<file path="config.mk">
export PLATFORM = sky130hd
export DESIGN_NAME = cntr_bank_flat
export DESIGN_NICKNAME = d
export VERILOG_FILES = /design/src/rtl/cntr_pkg.sv /design/src/rtl/cntr_bank_if.sv /design/src/rtl/cntr_bank_tick_gen.sv /design/src/rtl/cntr_bank.sv /design/src/flat_wrapper.sv
export SDC_FILE = /design/constraint.sdc
export NUM_CORES = 1
export LEC_CHECK = 0
export BUFFER_PORTS_ARGS = -buffer_cell sky130_fd_sc_hd__buf_4
export CORE_MARGIN = 2
export CORE_UTILIZATION = 33
export CTS_CLUSTER_DIAMETER = 200
export DETAILED_ROUTE_END_ITERATION = 8
export PLACE_DENSITY = 0.52
export SETUP_SLACK_MARGIN = 0.05
export SLEW_MARGIN = 20
export SYNTH_ARGS = -nofsm -noshare
export SYNTH_HDL_FRONTEND = slang
export SYNTH_HIERARCHICAL = 1
export SYNTH_SLANG_ARGS = --single-unit
</file>
<file path="constraint.sdc">
create_clock -name clk -period 3.8 [get_ports clk]
set_clock_uncertainty 0.2 [all_clocks]
set_input_delay 0.95 -clock clk [delete_from_list [all_inputs] [get_ports clk]]
set_output_delay 0.95 -clock clk [all_outputs]
set_load 0.01 [all_outputs]
</file>
<file path="src/rtl/cntr_pkg.sv">
// cntr_pkg: shared types and default sizes for the counter bank
package cntr_pkg;
  typedef enum logic {CNT_DOWN = 1'b0, CNT_UP = 1'b1} cnt_dir_e;
  typedef enum logic {CNT_ONESHOT = 1'b0, CNT_RELOAD = 1'b1} cnt_mode_e;
  typedef enum logic {CH_IDLE = 1'b0, CH_RUN = 1'b1} ch_state_e;
  localparam int NCH_DEF = 4;
  localparam int W_DEF = 11;
  localparam int PRE_W_DEF = 8;
endpackage

</file>
<file path="src/rtl/cntr_bank_if.sv">
// cntr_bank_if: control and status bundle between a counter bank and its user
interface cntr_bank_if import cntr_pkg::*; #(
  parameter int NCH = NCH_DEF,
  parameter int W = W_DEF,
  parameter int PRE_W = PRE_W_DEF
) ();
  logic [PRE_W-1:0] prescale;
  logic [NCH-1:0] en;
  logic [NCH-1:0] load;
  logic [NCH*W-1:0] load_val;
  logic [NCH-1:0] dir;
  logic [NCH-1:0] reload;
  logic [NCH*W-1:0] cnt;
  logic [NCH-1:0] busy;
  logic [NCH-1:0] tc;
  logic tick;
  modport master (output prescale, en, load, load_val, dir, reload, input cnt, busy, tc, tick);
  modport slave (input prescale, en, load, load_val, dir, reload, output cnt, busy, tc, tick);
endinterface

</file>
<file path="src/rtl/cntr_bank_tick_gen.sv">
// tick_gen: shared prescaler producing one tick every prescale+1 clocks
module tick_gen import cntr_pkg::*; #(
  parameter int PRE_W = PRE_W_DEF
) (
  input  logic clk,
  input  logic reset,
  input  logic [PRE_W-1:0] i_prescale,
  output logic o_tick
);
  logic [PRE_W-1:0] r_pre_cnt;
  // Wrap at prescale; a count left above a newly lowered prescale also wraps, without ticking
  always_ff @(posedge clk)
    r_pre_cnt <= (!reset || r_pre_cnt >= i_prescale) ? '0 : r_pre_cnt + PRE_W'(1);
  assign o_tick = reset && (r_pre_cnt == i_prescale);
endmodule

</file>
<file path="src/rtl/cntr_bank.sv">
// cntr_bank: bank of independent up/down one-shot/auto-reload interval counters
module cntr_bank import cntr_pkg::*; #(
  parameter int NCH = NCH_DEF,
  parameter int W = W_DEF,
  parameter int PRE_W = PRE_W_DEF
) (
  input logic clk,
  input logic reset,
  cntr_bank_if.slave s
);
  logic w_tick;
  tick_gen #(.PRE_W(PRE_W)) u_tick_gen (
    .clk(clk),
    .reset(reset),
    .i_prescale(s.prescale),
    .o_tick(w_tick)
  );
  assign s.tick = w_tick;
  for (genvar i = 0; i < NCH; i++) begin : g_ch
    ch_state_e r_state, w_state;
    cnt_dir_e w_dir;
    cnt_mode_e w_mode;
    logic [W-1:0] r_period, w_period, r_cnt, w_cnt, w_val, w_term, w_start;
    logic r_tc, w_tc, w_step, w_at_term;
    assign w_dir = cnt_dir_e'(s.dir[i]);
    assign w_mode = cnt_mode_e'(s.reload[i]);
    assign w_val = s.load_val[i*W +: W];
    // Next state: load beats a tick; a step at the terminal value emits tc and reloads or stops
    always_comb begin
      w_term = (w_dir == CNT_UP) ? r_period : '0;
      w_start = (w_dir == CNT_UP) ? '0 : r_period;
      w_step = (r_state == CH_RUN) && w_tick && s.en[i] && !s.load[i];
      w_at_term = r_cnt == w_term;
      w_period = s.load[i] ? w_val : r_period;
      w_cnt = s.load[i] ? ((w_dir == CNT_UP) ? '0 : w_val) :
              !w_step ? r_cnt :
              !w_at_term ? ((w_dir == CNT_UP) ? r_cnt + W'(1) : r_cnt - W'(1)) :
              (w_mode == CNT_RELOAD) ? w_start : r_cnt;
      w_state = s.load[i] ? CH_RUN :
                (w_step && w_at_term && w_mode == CNT_ONESHOT) ? CH_IDLE : r_state;
      w_tc = w_step && w_at_term;
    end
    // Channel registers, all cleared by reset
    always_ff @(posedge clk) begin
      if (!reset) begin
        r_state <= CH_IDLE;
        r_period <= '0;
        r_cnt <= '0;
        r_tc <= 1'b0;
      end else begin
        r_state <= w_state;
        r_period <= w_period;
        r_cnt <= w_cnt;
        r_tc <= w_tc;
      end
    end
    assign s.cnt[i*W +: W] = r_cnt;
    assign s.busy[i] = r_state == CH_RUN;
    assign s.tc[i] = r_tc;
  end
endmodule
</file>
<file path="src/flat_wrapper.sv">
// flat-port wrapper written by rule: the top's interface ports become plain ports
module cntr_bank_flat import cntr_pkg::*;
#(
  parameter int NCH = NCH_DEF,
  parameter int W = W_DEF,
  parameter int PRE_W = PRE_W_DEF
)
  (clk, reset, s_prescale, s_en, s_load, s_load_val, s_dir, s_reload, s_cnt, s_busy, s_tc, s_tick);
  cntr_bank_if #(.NCH(NCH), .W(W), .PRE_W(PRE_W)) s_i ();
  input logic clk;
  input logic reset;
  input wire logic [$bits(s_i.prescale)-1:0] s_prescale;
  input wire logic [$bits(s_i.en)-1:0] s_en;
  input wire logic [$bits(s_i.load)-1:0] s_load;
  input wire logic [$bits(s_i.load_val)-1:0] s_load_val;
  input wire logic [$bits(s_i.dir)-1:0] s_dir;
  input wire logic [$bits(s_i.reload)-1:0] s_reload;
  output wire logic [$bits(s_i.cnt)-1:0] s_cnt;
  output wire logic [$bits(s_i.busy)-1:0] s_busy;
  output wire logic [$bits(s_i.tc)-1:0] s_tc;
  output wire logic [$bits(s_i.tick)-1:0] s_tick;
  assign s_i.prescale = s_prescale;
  assign s_i.en = s_en;
  assign s_i.load = s_load;
  assign s_i.load_val = s_load_val;
  assign s_i.dir = s_dir;
  assign s_i.reload = s_reload;
  assign s_cnt = s_i.cnt;
  assign s_busy = s_i.busy;
  assign s_tc = s_i.tc;
  assign s_tick = s_i.tick;
  cntr_bank #(.NCH(NCH), .W(W), .PRE_W(PRE_W)) u_core (.clk(clk), .reset(reset), .s(s_i));
endmodule
</file>
# Yosys cells after proc, flatten, opt, wreduce, memory -nomap -nowiden
# Cells that the tools add are included.
[op_classes]
div_mod_pow = 0
eq_ne = 9
mux = 40
n_reduce_logical = 39
bitwise = 4
shifts = 0
mul = 0
order_cmp = 1
n_addsub = 9
[ops]
columns = ["operator", "count"]
rows = [
  ["11-bit 2-to-1 mux", 32],
  ["11-bit by 1-bit adder with 11-bit output, second input constant", 4],
  ["11-bit == test", 4],
  ["11-bit by 1-bit subtractor with 11-bit output, second input constant", 4],
  ["1-bit logical AND", 21],
  ["2-bit nonzero test", 8],
  ["3-bit inequality test, second input constant", 4],
  ["8-bit by 1-bit adder with 8-bit output, second input constant", 1],
  ["8-bit == test", 1],
  ["8-bit >= comparator", 1],
  ["1-bit 2-to-1 mux", 8],
  ["2-bit AND reduction", 4],
  ["1-bit zero test", 5],
  ["1-bit NOT", 4],
  ["1-bit logical OR", 1],
]
[word_totals]
ram_bits = 0
elab_cells = 119
romBits = 0
regBits = 104
n_memories = 0
latchBits = 0

# Logic depth before layout (Yosys ltp)
# Gate-level depths: netlist (run 1).
[logic_depth]
depth_word = 9
ltp_mapped = 11
ltp_nobuf = 9

# By module
# Netlist (run 1), hierarchy kept.
[modules_own_cells]
columns = ["mod", "area_per_inst_um2", "seq_area_each_um2", "cells_each", "n_inst"]
rows = [
  ["cntr_bank", 7164.4, 1921.8, 915, 1],
  ["tick_gen", 554.3, 160.2, 61, 1],
]

# Worst setup path before layout (run 1)
# No wires, ideal clock.
[synth_path]
kind = "input port to flip-flop"
from = "input port s_dir[0]"
to = "register u_core.g_ch[0].r_cnt[9]"
stages = 11
setup_time_ns = 0.119
n_path_buf = 2
arrival_time_ns = 3.194
path_slack_ns = 0.287
required_ns = 3.481
path_cell_list = "inv_2 -> clkbuf_1 -> clkbuf_1 -> ha_1 -> a21oi_1 -> o2111ai_1 -> a31o_2 -> a21oi_1 -> xnor2_1 -> nor3_1 -> o221a_1"
[synth_between]
elab_chain_cells = 5
elab_cells_between_ends = 11
cone_classes = "eq/ne (2); mux (8); reduce/logical (1)"
[synth_rtl]
columns = ["item", "line_no", "source"]
rows = [
  ["from (decl)", "flat_wrapper.sv:16", "input wire logic [$bits(s_i.dir)-1:0] s_dir;"],
  ["11-bit 2-to-1 mux (on tied branches)", "cntr_bank.sv:30, cntr_bank.sv:31", ""],
  ["11-bit == test or 11-bit 2-to-1 mux (tied branches)", "cntr_bank.sv:33, cntr_bank.sv:38", ""],
  ["11-bit 2-to-1 mux", "cntr_bank.sv:37", "!w_at_term ? ((w_dir == CNT_UP) ? r_cnt + W'(1) : r_cnt - W'(1)) :"],
  ["11-bit 2-to-1 mux", "cntr_bank.sv:36", "!w_step ? r_cnt :"],
  ["11-bit 2-to-1 mux", "cntr_bank.sv:35", "w_cnt = s.load[i] ? ((w_dir == CNT_UP) ? '0 : w_val) :"],
  ["to (signal assigned)", "cntr_bank.sv:53", "r_cnt <= w_cnt;"],
  ["to (decl)", "cntr_bank.sv:23", "logic [W-1:0] r_period, w_period, r_cnt, w_cnt, w_val, w_term, w_start;"],
]
# Parallel ways exist; a longest one is shown, timed or not. The select of a mux whose other input is x is not followed.
# A chain may end at the register's enable or synchronous reset.

# Worst setup path after layout (run 1)
[layout_path]
from = "input port s_prescale[7]"
to = "output port s_tick"
[layout_between]
elab_chain_cells = 2
[layout_rtl]
columns = ["item", "line_no", "source"]
rows = [
  ["from (decl)", "flat_wrapper.sv:12", "input wire logic [$bits(s_i.prescale)-1:0] s_prescale;"],
  ["8-bit == test", "cntr_bank_tick_gen.sv:14", "assign o_tick = reset && (r_pre_cnt == i_prescale);"],
  ["1-bit logical AND", "cntr_bank_tick_gen.sv:14", ""],
  ["to (decl)", "flat_wrapper.sv:21", "output wire logic [$bits(s_i.tick)-1:0] s_tick;"],
]
# No other way between the ends.

==> impl_metrics.env, run 1 <==
export IMPL_min_period_ps=3330
export IMPL_cp_slowest_cell="ha_1"
export IMPL_relSlewSlack_pct=41.9
export IMPL_arrival_ps=2180
export IMPL_syn_nets=1095
export IMPL_r2r_start="u_core/u_tick_gen/r_pre_cnt[5]"
export IMPL_synth_cell_type_count=75
export IMPL_drt_iter0_drc=466
export IMPL_fin_crit_sh_pct=87.6
export IMPL_cp_start_kind="primary input"
export IMPL_ys_top_cells_by_area="dfxtp_1, ha_1, a21oi_1"
export IMPL_ir_worst_vdd_v=0.000187
export IMPL_synth_seq_cells=104
export IMPL_cts_num_sinks=104
export IMPL_clk_path_buf_depth=2
export IMPL_worstSetupStartpoint="s_prescale[7]"
export IMPL_cts_setup_buffers=0
export IMPL_combPwrFrac_pct=31.5
export IMPL_syn_to_final_growth_pct=19.2
export IMPL_ctsResizeCount=0
export IMPL_swShare_pct=34.7
export IMPL_p_leak_uw=0.00375
export IMPL_hold_viol_final=0
export IMPL_pwr_share_clk_pct=28.4
export IMPL_syn_inst=976
export IMPL_critPathMaxStageDelay_ps=310
export IMPL_vias=7406
export IMPL_internal_power_uw=2090
export IMPL_cts_buffers=9
export IMPL_ioPinCount=123
export IMPL_viasPerCell=5.32
export IMPL_grt_setup_unrepaired="false"
export IMPL_yosys_area_top_type="dfxtp_1"
export IMPL_layout_drive_gt1_share_pct=16.4
export IMPL_worstMarginPinSlew_ps=869
export IMPL_synth_top_area_share_pct=27.0
export IMPL_die_area_um2=24600
export IMPL_grt_pass1_wl_um=36600
export IMPL_portBuffers=122
export IMPL_fillCellCount=2362
export IMPL_drt_wirelength_per_cell_um=16.1
export IMPL_drv_slew=0
export IMPL_layout_nets=1192
export IMPL_p_per_area_nw_per_um2=348
export IMPL_required_ps=2650
export IMPL_place_inst=1375
export IMPL_synthTopCellsByCount="dfxtp_1, nand2_1, nor2_1"
export IMPL_p_switching_uw=1110
export IMPL_cts_hold_buf=0
export IMPL_synth_most_common_cell="dfxtp_1"
export IMPL_cts_htree_levels=3
export IMPL_p_seq_share_pct=40.1
export IMPL_critPathCaptureType="primary output"
export IMPL_path_cells="buf_4 -> inv_1 -> ha_1 -> nand4_2 -> nor3_2 -> buf_4 -> buf_4"
export IMPL_cts_clk_slew_worst_paths_ps=70
export IMPL_synth_edf_count=0
export IMPL_place_hpwl_um=16400
export IMPL_max_freq_mhz=300
export IMPL_ys_seq_area_share_pct=27.0
export IMPL_setup_tns_ps=0
export IMPL_critPathKind="primary input to primary output"
export IMPL_die_w_um=157
export IMPL_drcViolationCount=0
export IMPL_grtUsageTotal_pct=18.5
export IMPL_place_congestion=0.833
export IMPL_ant_nets=0
export IMPL_overflow=0
export IMPL_ys_warn_count=6
export IMPL_worstHoldPathType="register to register"
export IMPL_grt_max_degree=55
export IMPL_fin_cells=1391
export IMPL_crit_top_cell="buf_4"
export IMPL_insertion_delay_ps=360
export IMPL_num_rows=55
export IMPL_diodes=0
export IMPL_syn_area_um2=7720
export IMPL_clockRootBuffer="clkbuf_16"
export IMPL_first_pass_iters=5
export IMPL_status="finished clean"
export IMPL_async_flop_share_pct=0
export IMPL_start_util_pct=33.9
export IMPL_final_setup_viol_count=0
export IMPL_cts_tree="yes"
export IMPL_cp_max_fo=9
export IMPL_postSynthAreaPerCell_um2=7.91
export IMPL_ys_flop_type="dfxtp_1"
export IMPL_grt_pass1_vias=7074
export IMPL_hold_start="u_core/g_ch[3].r_state"
export IMPL_cap_violations=0
export IMPL_wirelength_um=22400
export IMPL_die_h_um=157
export IMPL_core_um2=22800
export IMPL_antenna_found_initial=0
-- sequential cells by signal (all words and copies together), names as in the netlist --
signal / count
u_core/g_ch.r_tc: 4
u_core/g_ch.r_cnt: 44
u_core/g_ch.r_state: 4
u_core/g_ch.r_period: 44
u_core/u_tick_gen/r_pre_cnt: 8
-- final cells by class --
class / count / area (µm²) / share of cell area [%]
clock inverters: 6 / 43.8 / 0.476
inverters: 45 / 169 / 1.84
flip-flops and latches: 104 / 2080 / 22.6
multi-input cells: 768 / 5180 / 56.3
well taps: 313 / 392 / 4.26
clock buffers: 10 / 229 / 2.49
repair buffers: 145 / 1100 / 12.0
-- final timing paths --
check,cells past startpoint,end,slack (ps)
worst min register to register,2,u_core/g_ch[3].r_tc,290
worst min-delay path,2,u_core/g_ch[3].r_tc,290
worst max register to register,7,u_core/g_ch[0].r_cnt[7],1090
worst max-delay path,7,s_tick,470
-- cells in the final DEF (no fill, tap or decap), drive strengths merged, types with 8 or more instances in the layout --
| master | n |
|---|---|
| dfxtp | 104 |
| nor4bb | 10 |
| buf | 145 |
| nand2 | 74 |
| nor3 | 26 |
| a21boi | 26 |
| and3 | 11 |
| a31oi | 25 |
| nand4 | 19 |
| xor2 | 19 |
| nor2 | 70 |
| nor2b | 32 |
| clkbuf | 10 |
| a21oi | 69 |
| nand2b | 21 |
| inv | 44 |
| a21o | 8 |
| mux2i | 27 |
| ha | 45 |
| a22oi | 16 |
| o22a | 12 |
| xnor2 | 33 |
| nand3 | 22 |
| o21ai | 81 |
| o31ai | 14 |
| or3 | 10 |
-- cells by family (layout without fill, tap and decap cells) --
group / after synthesis / after routing / share of synthesized area [%]
flip-flops: 104 / 104 / 27.0
XOR/XNOR: 52 / 52 / 5.90
buffers and inverters: 104 / 206 / 5.97
multiplexers: 27 / 27 / 3.50
adder cells (fa/ha/maj): 49 / 49 / 8.33
AO/OA/AOI/OAI: 316 / 316 / 27.1
AND/OR/NAND/NOR: 324 / 324 / 22.2
-- stage by stage --
stage	util (%)	setup slack, ps	total power (µW)	instance area (µm²)	hold slack, ps
after floorplan	-	287	1980	7720	248
after global placement	39.2	394	2320	8920	282
after detailed placement	39.2	354	2310	8920	276
after CTS	40.4	446	3240	9200	288
after global routing	40.4	373	3430	9200	301
final	40.4	470	3200	9200	291
-- power by group through the flow --
stage	registers (µW)	clock network [µW]	logic (µW)
2_1_floorplan	1290	0	698
4_1_cts	1280	950	1010
3_3_place_gp	1310	0	1010
3_5_place_dp	1310	0	1010
5_1_grt	1300	998	1130
6_report	1280	910	1010
-- metal layers --
metal / vias up / routed length, µm / GRT usage, %
li1: 3770 / - / -
met1: 3435 / 10300 / 24.4
met2: 178 / 10400 / 30.7
met3: 23 / 1240 / 3.69
met4: 0 / 386 / 5.02
met5: - / 0 / 0
-- critical path, delay by kind of cell --
kind	cells	cell delay [ps]
buffers and inverters	4	470
and+or+nand+nor	2	440
adders and majority gates	1	310
No activity file was read; power rests on OpenSTA's default activity.
==> inputs of run 2 (changes only) <==
==> constraint.sdc (replaced) <==
create_clock -name clk -period 3.87 [get_ports clk]
set_clock_uncertainty 0.2 [all_clocks]
set_input_delay 0.9675 -clock clk [delete_from_list [all_inputs] [get_ports clk]]
set_output_delay 0.9675 -clock clk [all_outputs]
set_load 0.01 [all_outputs]
==> run 2 against run 1 <==
  * Cell count decreased by 0.36%
  * Wire length about the same
  * Clock power about the same
  * Final area decreased by 0.41%
  * Count of clock-buffer cells in the layout increased by 2
  * Sequential share of layout area increased by 0.093 points
  * Global-route usage decreased by 0.49 points
  * Setup slack improved by 51 ps
  * Critical path type unchanged
  * Largest cell class unchanged
  * Highest routed layer is now met5
==> impl_metrics.env, run 2 (synthesized netlist as in run 1, its figures left out) <==
export IMPL_dp_worst_setup_slack_ps=374
export IMPL_r2r_end="u_core/g_ch[0].r_cnt[7]"
export IMPL_timing_final_ws_setup_ps=520
export IMPL_place_congestion=0.875
export IMPL_grtUsageTotal_pct=18.0
export IMPL_grt_setup_unrepaired="false"
export IMPL_first_pass_iters=5
export IMPL_p_seq_share_pct=39.9
export IMPL_worstMarginPinSlew_ps=950
export IMPL_p_switching_uw=1080
export IMPL_r2r_slack_ps=1100
export IMPL_num_rows=55
export IMPL_required_ps=2700
export IMPL_cts_buffers=9
export IMPL_r2r_start="u_core/u_tick_gen/r_pre_cnt[5]"
export IMPL_ir_worst_vdd_v=0.000209
export IMPL_drt_iter0_drc=420
export IMPL_status="finished clean"
export IMPL_path_cells="buf_4 -> inv_1 -> ha_1 -> nand4_2 -> nor3_2 -> buf_4 -> buf_4"
export IMPL_grt_pass1_wl_um=35700
export IMPL_seq_area_um2=2080
export IMPL_p_leak_uw=0.00372
export IMPL_top_regs="u_core/g_ch.r_cnt (44), u_core/g_ch.r_period (44), u_core/u_tick_gen/r_pre_cnt (8)"
export IMPL_overflow=0
export IMPL_clockRootBuffer="clkbuf_16"
export IMPL_ant_nets=0
export IMPL_drcViolationCount=0
export IMPL_min_period_ps=3350
export IMPL_grt_pass1_vias=6963
export IMPL_die_h_um=157
export IMPL_worstHoldPathType="register to register"
export IMPL_fin_crit_sh_pct=86.6
export IMPL_fillCellCount=2365
export IMPL_vias=7436
export IMPL_grt_max_degree=97
export IMPL_cp_start_kind="primary input"
export IMPL_cap_violations=0
export IMPL_combPwrFrac_pct=31.2
export IMPL_critPathKind="primary input to primary output"
export IMPL_crit_family="buffers and inverters"
export IMPL_drt_wirelength_per_cell_um=16.2
export IMPL_swShare_pct=34.1
export IMPL_syn_to_final_growth_pct=18.7
export IMPL_portBuffers=122
export IMPL_setup_tns_ps=0
export IMPL_final_common_cell="buf_4"
export IMPL_cts_clk_slew_worst_paths_ps=80
export IMPL_whs_path_depth=2
export IMPL_insertion_delay_ps=360
export IMPL_crit_top_cell="buf_4"
export IMPL_cp_max_fo=9
export IMPL_ioPinCount=123
export IMPL_max_freq_mhz=299
export IMPL_drv_slew=0
export IMPL_ctsResizeCount=0
export IMPL_internal_power_uw=2080
export IMPL_start_util_pct=33.9
export IMPL_reg2reg_depth=7
export IMPL_cts_tree="yes"
export IMPL_critPathMaxStageDelay_ps=310
export IMPL_p_per_area_nw_per_um2=345
export IMPL_cts_hold_buf=0
export IMPL_core_um2=22800
export IMPL_cp_slowest_cell="ha_1"
export IMPL_layout_nets=1187
export IMPL_viasPerCell=5.37
export IMPL_mostFrequentLayoutCells="buf_4, dfxtp_1, nand2_1"
export IMPL_clk_path_buf_depth=2
export IMPL_arrival_ps=2180
export IMPL_place_hpwl_um=16100
export IMPL_multi_input_area_um2=5180
export IMPL_cts_num_sinks=104
export IMPL_antenna_found_initial=1
export IMPL_hold_path_endpoint="u_core/g_ch[3].r_tc"
export IMPL_cts_htree_levels=3
export IMPL_hold_start="u_core/g_ch[3].r_state"
export IMPL_pwr_share_clk_pct=28.9
export IMPL_cts_setup_buffers=0
export IMPL_path_buf_inv=4
export IMPL_die_area_um2=24600
export IMPL_die_w_um=157
export IMPL_final_setup_viol_count=0
export IMPL_wirelength_um=22400
export IMPL_critPathCaptureType="primary output"
export IMPL_diodes=0
export IMPL_layout_drive_gt1_share_pct=16.0
export IMPL_relSlewSlack_pct=36.6
export IMPL_hold_viol_final=0
export IMPL_fin_util_pct=40.2
run 2: cell count changes in the layout (fill, tap and decap cells not counted), sizes merged:
cell,previous run,this run
buf,145,140
clkbuf,10,12
clkinv,6,4
clkinvlp,1,2
inv,44,43
run 2: metrics by stage:
step | instances | hold WS [ps] | power, µW | instance area, µm²
floorplan | 976 | 248 | 1950 | 7720
global placement | 1370 | 285 | 2270 | 8870
detailed placement | 1370 | 285 | 2270 | 8870
CTS | 1386 | 297 | 3200 | 9160
global route | 1386 | 308 | 3360 | 9160
finish | 1386 | 297 | 3160 | 9160
run 2: cell type report:
class	instances	area share [%]
Timing Repair Buffer	140	11.5
Tap cell	313	4.28
Inverter	45	1.84
Multi-Input combinational cell	768	56.6
Clock buffer	12	2.80
Sequential cell	104	22.7
Clock inverter	4	0.314
run 2: worst max-delay path by stage:
stage                             start                      end  slack (ps)  cells after the start
after global routing      s_prescale[7]                   s_tick         390                      7
after global placement         s_dir[2]  u_core/g_ch[2].r_cnt[9]         350                     10
after CTS                 s_prescale[7]                   s_tick         490                      7
after detailed placement       s_dir[0]  u_core/g_ch[0].r_cnt[9]         370                     11
final                     s_prescale[7]                   s_tick         520                      7
after floorplan                s_dir[0]  u_core/g_ch[0].r_cnt[9]         340                     11
run 2: layer usage:
layer / wire [µm] / track usage (%)
met5: 16 / 0
met2: 10400 / 30.0
met4: 548 / 6.86
met1: 10300 / 22.9
met3: 1170 / 3.44
run 2: power by group through the flow:
stage	Combinational (µW)	Clock, µW	Sequential, µW
2_1_floorplan	685	0	1260
3_3_place_gp	979	0	1290
3_5_place_dp	982	0	1280
4_1_cts	986	957	1260
5_1_grt	1090	987	1280
6_report	985	911	1260
run 2: worst reg2reg max path, cell delays in order (launching register included):
cell	delay, ps
dfxtp_1	350
ha_1	320
nand4_2	170
nor3_2	260
a31oi_1	150
a31oi_2	740
o21ai_0	230
o221a_1	250
